[src/rtl/hb_decim_mc.sv]
// hb_decim_mc: multi-channel halfband decimate-by-2 filter with one shared
// pre-add MAC. Channels are interleaved on a single valid/ready input. Every
// second accepted sample of a channel triggers an NU-cycle MAC pass and then
// a one-cycle centre-tap/round stage.
// Optional feature: define HB_DECIM_SAT_EN to clamp out-of-range results;
// otherwise the low DW bits are kept and overflow wraps.
module hb_decim_mc #(
  parameter  int DW   = 18,
  parameter  int CW   = 25,
  parameter  int FRAC = 16,
  parameter  int TAPS = 7,
  parameter  int NCH  = 2,
  localparam int NU   = (TAPS + 1) / 4,
  localparam int CHW  = (NCH > 1) ? $clog2(NCH) : 1,
  localparam int NUW  = (NU > 1) ? $clog2(NU) : 1
) (
  input  logic                 MACCLK,
  input  logic                 RST,
  input  logic                 in_valid,
  output logic                 in_ready,
  input  logic [CHW-1:0]       in_ch,
  input  logic signed [DW-1:0] in_data,
  input  logic                 coef_we,
  input  logic [NUW-1:0]       coef_addr,
  input  logic signed [CW-1:0] coef_data,
  output logic                 out_valid,
  output logic [CHW-1:0]       out_ch,
  output logic signed [DW-1:0] out_data
);

  localparam int AW = DW + CW + $clog2(NU) + 2;
  localparam int PW = DW + CW + 1;

  typedef enum logic [1:0] {IDLE, MAC, OUT} state_t;

  state_t state_q, state_d;

  logic signed [DW-1:0] hist [NCH][TAPS];
  logic [NCH-1:0]       phase;
  logic signed [CW-1:0] coef [NU];
  logic [CHW-1:0]       ch_q;
  logic [NUW-1:0]       j;
  logic signed [AW-1:0] acc;

  logic                 accept;
  logic                 ch_ok;
  logic                 phase_sel;
  logic                 start;
  logic                 coef_wr;

  logic signed [DW-1:0] hsel [TAPS];
  logic signed [DW-1:0] tap_a;
  logic signed [DW-1:0] tap_b;
  logic signed [CW-1:0] csel;
  logic signed [DW:0]   pre;
  logic signed [PW-1:0] prod;
  logic signed [AW-1:0] sum;
  logic signed [DW-1:0] res_dw;

  assign in_ready = (state_q == IDLE);
  assign accept   = in_valid & in_ready;
  assign ch_ok    = (32'(in_ch) < NCH);
  assign start    = accept & ch_ok & ~phase_sel;
  assign coef_wr  = coef_we & (state_q == IDLE) & ~accept & (32'(coef_addr) < NU);

  // Current phase bit of the offered channel (0 means this sample starts a computation)
  always_comb begin
    phase_sel = 1'b0;
    for (int unsigned c = 0; c < NCH; c++) begin
      if (c == 32'(in_ch)) phase_sel = phase[c];
    end
  end

  // FSM state register
  always_ff @(posedge MACCLK or posedge RST) begin
    if (RST) state_q <= IDLE;
    else     state_q <= state_d;
  end

  // FSM next-state: IDLE waits for a phase 0->1 accept, MAC runs NU steps, OUT is one cycle
  always_comb begin
    state_d = state_q;
    unique case (state_q)
      IDLE: if (start) state_d = MAC;
      MAC:  if (32'(j) == NU - 1) state_d = OUT;
      OUT:  state_d = IDLE;
      default: state_d = IDLE;
    endcase
  end

  // Per-channel history shift and phase toggle on every accepted in-range sample
  always_ff @(posedge MACCLK or posedge RST) begin
    if (RST) begin
      phase <= '0;
      for (int unsigned c = 0; c < NCH; c++) begin
        for (int unsigned t = 0; t < TAPS; t++) hist[c][t] <= '0;
      end
    end else if (accept && ch_ok) begin
      for (int unsigned c = 0; c < NCH; c++) begin
        if (c == 32'(in_ch)) begin
          hist[c][0] <= in_data;
          for (int unsigned t = 1; t < TAPS; t++) hist[c][t] <= hist[c][t-1];
          phase[c] <= ~phase[c];
        end
      end
    end
  end

  // Coefficient RAM, writable only while idle and not on an accepting edge
  always_ff @(posedge MACCLK or posedge RST) begin
    if (RST) begin
      for (int unsigned u = 0; u < NU; u++) coef[u] <= '0;
    end else if (coef_wr) begin
      for (int unsigned u = 0; u < NU; u++) begin
        if (u == 32'(coef_addr)) coef[u] <= coef_data;
      end
    end
  end

  // Operand select for the latched channel and the current symmetric tap pair
  always_comb begin
    hsel = hist[0];
    for (int unsigned c = 0; c < NCH; c++) begin
      if (c == 32'(ch_q)) hsel = hist[c];
    end
    tap_a = '0;
    tap_b = '0;
    csel  = '0;
    for (int unsigned u = 0; u < NU; u++) begin
      if (u == 32'(j)) begin
        tap_a = hsel[2*u];
        tap_b = hsel[TAPS-1-2*u];
        csel  = coef[u];
      end
    end
  end

  // Pre-add, multiply and final centre-tap sum with result scaling
  always_comb begin
    pre  = {tap_a[DW-1], tap_a} + {tap_b[DW-1], tap_b};
    prod = PW'(pre) * PW'(csel);
    sum  = acc + (AW'(hsel[(TAPS-1)/2]) <<< (FRAC - 1));
`ifdef HB_DECIM_SAT_EN
    begin
      logic signed [AW-1:0] shr;
      logic                 ovf;
      shr = sum >>> FRAC;
      ovf = ~((&shr[AW-1:DW-1]) | ~(|shr[AW-1:DW-1]));
      if (ovf) res_dw = shr[AW-1] ? {1'b1, {(DW-1){1'b0}}} : {1'b0, {(DW-1){1'b1}}};
      else     res_dw = shr[DW-1:0];
    end
`else
    res_dw = DW'(sum >>> FRAC);
`endif
  end

  // MAC accumulator, tap index, channel latch and registered output
  always_ff @(posedge MACCLK or posedge RST) begin
    if (RST) begin
      ch_q      <= '0;
      j         <= '0;
      acc       <= '0;
      out_valid <= 1'b0;
      out_ch    <= '0;
      out_data  <= '0;
    end else begin
      out_valid <= 1'b0;
      if (start) begin
        ch_q <= in_ch;
        j    <= '0;
        acc  <= '0;
      end
      if (state_q == MAC) begin
        acc <= acc + AW'(prod);
        j   <= j + NUW'(1);
      end
      if (state_q == OUT) begin
        out_valid <= 1'b1;
        out_ch    <= ch_q;
        out_data  <= res_dw;
      end
    end
  end

endmodule
[config.mk]
export PLATFORM = sky130hd
export DESIGN_NAME = hb_decim_mc
export DESIGN_NICKNAME = d
export VERILOG_FILES = /design/src/rtl/hb_decim_mc.sv
export SDC_FILE = /design/constraint.sdc
export NUM_CORES = 2
export LEC_CHECK = 0
export BUFFER_PORTS_ARGS = -buffer_cell sky130_fd_sc_hd__buf_2
export CORE_ASPECT_RATIO = 1.75
export CORE_MARGIN = 1
export CORE_UTILIZATION = 58
export CTS_BUF_LIST = sky130_fd_sc_hd__clkbuf_8
export DETAILED_ROUTE_END_ITERATION = 6
export GPL_ROUTABILITY_DRIVEN = 0
export PLACE_DENSITY = 0.78
export SYNTH_ARGS = -nofsm -noshare
export SYNTH_HDL_FRONTEND = slang
export SYNTH_SLANG_ARGS = --single-unit
[constraint.sdc]
create_clock -name MACCLK -period 12.8 [get_ports MACCLK]
set_clock_uncertainty 0.2 [all_clocks]
set_input_delay 2.56 -clock MACCLK [delete_from_list [all_inputs] [get_ports MACCLK]]
set_output_delay 2.56 -clock MACCLK [all_outputs]
set_load 0.01 [all_outputs]
==> metrics <==
Hold Buf Count CTS=0; RSZ-0062 raised after global routing=false; critical path arrival=11.64 ns; number of global-route vias before repair=24,799; max incr delay on CP=roughly 0.93 ns; Critical Path Slowest Stage Cell=xor2_1; clock slew at reported path FFs=0.07 ns; Post-Synthesis Cells=3,130; final setup violation count=0; maxcap violations=0; layout cell share with drive strength beyond 1=0.1412; Post-synth EDFFs=0; slew margin rel.=0.2359; synthesis-to-layout area growth=6.838%; CP delay by family, top=adder cells; WP buf/inv=5; GR Util All Layers=0.3097; postcts setup bufs=0; Hold Path Origin=hist[34]$_DFFE_PP0P_; post-synthesis cell area=31,160 µm²; register area share after synthesis=0.2907; critical path type=reg -> reg; Sum Neg Setup Slack=0 ns; routed len/inst=around 21 µm; #FFs+latches synth=362; post-layout minimum cycle time=11.25 ns; die height=308.6 µm; TritonCTS Buffers=52; Net Count, Synth=3,731; Worst-Margin Slew=1.142 ns; Die W=177.2 µm; run status=completed; FF-to-FF Start=j$_DFFE_PP0P_; WL final=79,900 µm; multi-input logic area=19,900 µm²; 1st-pass router iterations=6; num ports=70; port bufs=69; ys async rst share=1.000; CTS tree=built; post-DP HPWL=roughly 62,000 µm; mean area per synthesized cell=9.955 µm²; Initial Utilization=0.5852; Sequential Area=9064 µm²; Slew Viols, Final=0; num rows=112; Fin. Hold Viols=0; clk sinks=362; final design utilization=0.6252; routed vias=approximately 22,000; Critical Path Most Common Cell=fa_1; worst min-delay path class=reg -> reg; Critical Path RT=13.19 ns; Iter 0 DRT Violations=1,331; first-pass GRT wire length=about 130,000 µm; prevailing post-synth register cell=dfrtp_1; largest net degree at the start of global routing=189; H-tree depth=2; Core Area=53,250 µm²; number of gates resized after cts=0; GRT overflow=0; number of fill cells=4,242; Critical Path Sink Type=register; initial antenna violation count=4; Yosys Warn Count=0; crit start category=register; Synth cell types=64; Post-DRT Antenna Nets=0; Clock Latency Late Sink=0.67 ns; clock root cell=clkbuf_8; post-route DRC violation count=0; worst-path maximum fanout=36; DIE AREA=about 55,000 µm²; Max Freq=88.91 MHz; Final period util=0.8787; Clock Path Buffers=3; Critical path origin=j$_DFFE_PP0P_; vias per cell=5.800; Final #Nets=3,753
synth_stat cells, types with 22 or more instances:
| cell | n | area (µm²) |
|---|---|---|
| fa_1 | 402 | 8048 |
| xnor2_1 | 48 | 420.4 |
| inv_1 | 495 | 1858 |
| nor2_1 | 161 | 604.3 |
| o21ai_0 | 66 | 330.3 |
| a21oi_1 | 35 | 175.2 |
| mux4_2 | 36 | 810.8 |
| ha_1 | 150 | 1877 |
| mux2i_1 | 24 | 240.2 |
| nand2b_1 | 42 | 262.8 |
| clkbuf_1 | 116 | 435.4 |
| dfrtp_1 | 362 | 9059 |
| mux2_2 | 218 | 2455 |
| and2_1 | 45 | 281.5 |
| nand3_1 | 22 | 110.1 |
| xor2_1 | 22 | 192.7 |
| nand2_1 | 707 | 2654 |
state kept, by name, indices dropped and copies added, names as in the netlist:
name and cells:
acc 34, ch_q 1, coef 50, hist 252
j 1, out_ch 1, out_data 18, out_valid 1
phase 2, state_q 2
worst min-delay path: stages, from the launching register on:
cell and delay [ns]:
dfrtp_1 0.35, nand2_1 0.05, nand2_1 0.05
routing by layer:
metal,wire length (µm),vias to the layer above,track usage,share of wire
met4,6828,2,0.2364,0.085
met1,26760,11361,0.3315,0.33
met3,4831,401,0.05433,0.060
met2,41470,908,0.5392,0.52
li1,-,9798,-,-
met5,13,-,0,0.00016
final timing paths:
| path | to | slack (ns) | depth (start not counted) |
|---|---|---|---|
| setup / recovery | acc[33]$_DFFE_PP0P_ | 1.55 | 29 |
| hold / removal | hist[16]$_DFFE_PP0P_ | 0.25 | 2 |
| setup reg to reg | acc[33]$_DFFE_PP0P_ | 1.55 | 29 |
| hold reg to reg | hist[16]$_DFFE_PP0P_ | 0.25 | 2 |
| max in group asynchronous | hist[177]$_DFFE_PP0P_ | 8.12 | 4 |
| min in group asynchronous | hist[19]$_DFFE_PP0P_ | 1.91 | 2 |
area by class of cell:
| class | instances | share of cell area |
|---|---|---|
| Antenna cell | 2 | 0.0001503 |
| Sequential cell | 362 | 0.2723 |
| Clock inverter | 28 | 0.005638 |
| Tap cell | 684 | 0.02571 |
| Clock buffer | 62 | 0.02563 |
| Timing Repair Buffer | 96 | 0.01684 |
| Multi-Input combinational cell | 2145 | 0.5978 |
| Inverter | 495 | 0.05593 |
cells by family (layout without fill, tap and decap cells):
group / after synthesis / count (layout) / share of synthesized area
flops: 362 / 362 / 0.2907
buf+inv: 623 / 681 / 0.07509
mux: 278 / 278 / 0.1125
fa+ha+maj: 552 / 552 / 0.3185
other cells: 0 / 2 / 0
simple gates: 1032 / 1032 / 0.1371
compound gates: 209 / 209 / 0.04369
xor+xnor: 74 / 74 / 0.02237
through the flow:
step	setup slack [ns]	hold WS (ns)	cells	cell area [µm²]
floorplan	2.522	0.2386	3130	31160
global placement	1.928	0.2457	3782	32240
detailed placement	1.781	0.2502	3782	32240
CTS	1.740	0.2626	3872	33290
global route	1.124	0.2866	3873	33290
finish	1.552	0.2471	3874	33290
cell usage in the layout, fill, tap and decap left out, types with 6 or more instances in the layout:
master / synthesis / layout
a21boi_0: 8 / 8
fa_1: 402 / 402
nor2b_1: 6 / 6
and2_1: 45 / 45
nor2_1: 161 / 159
nand2b_1: 42 / 41
mux2i_1: 24 / 24
inv_1: 495 / 513
buf_4: 0 / 26
a21o_1: 17 / 17
xor2_1: 22 / 20
dfrtp_1: 362 / 360
nand3_1: 22 / 21
o21a_1: 6 / 6
clkbuf_8: 0 / 62
o21ai_0: 66 / 66
buf_2: 1 / 69
or3_1: 7 / 7
nor3_1: 15 / 15
a211oi_1: 14 / 14
xnor2_1: 48 / 43
ha_1: 150 / 150
nand2_1: 707 / 707
mux4_2: 36 / 36
o31ai_1: 15 / 15
a21oi_1: 35 / 35
mux2_2: 218 / 218
Power is not shown: default switching activity piles up to over one toggle a cycle in this logic, so the estimate is an artifact.
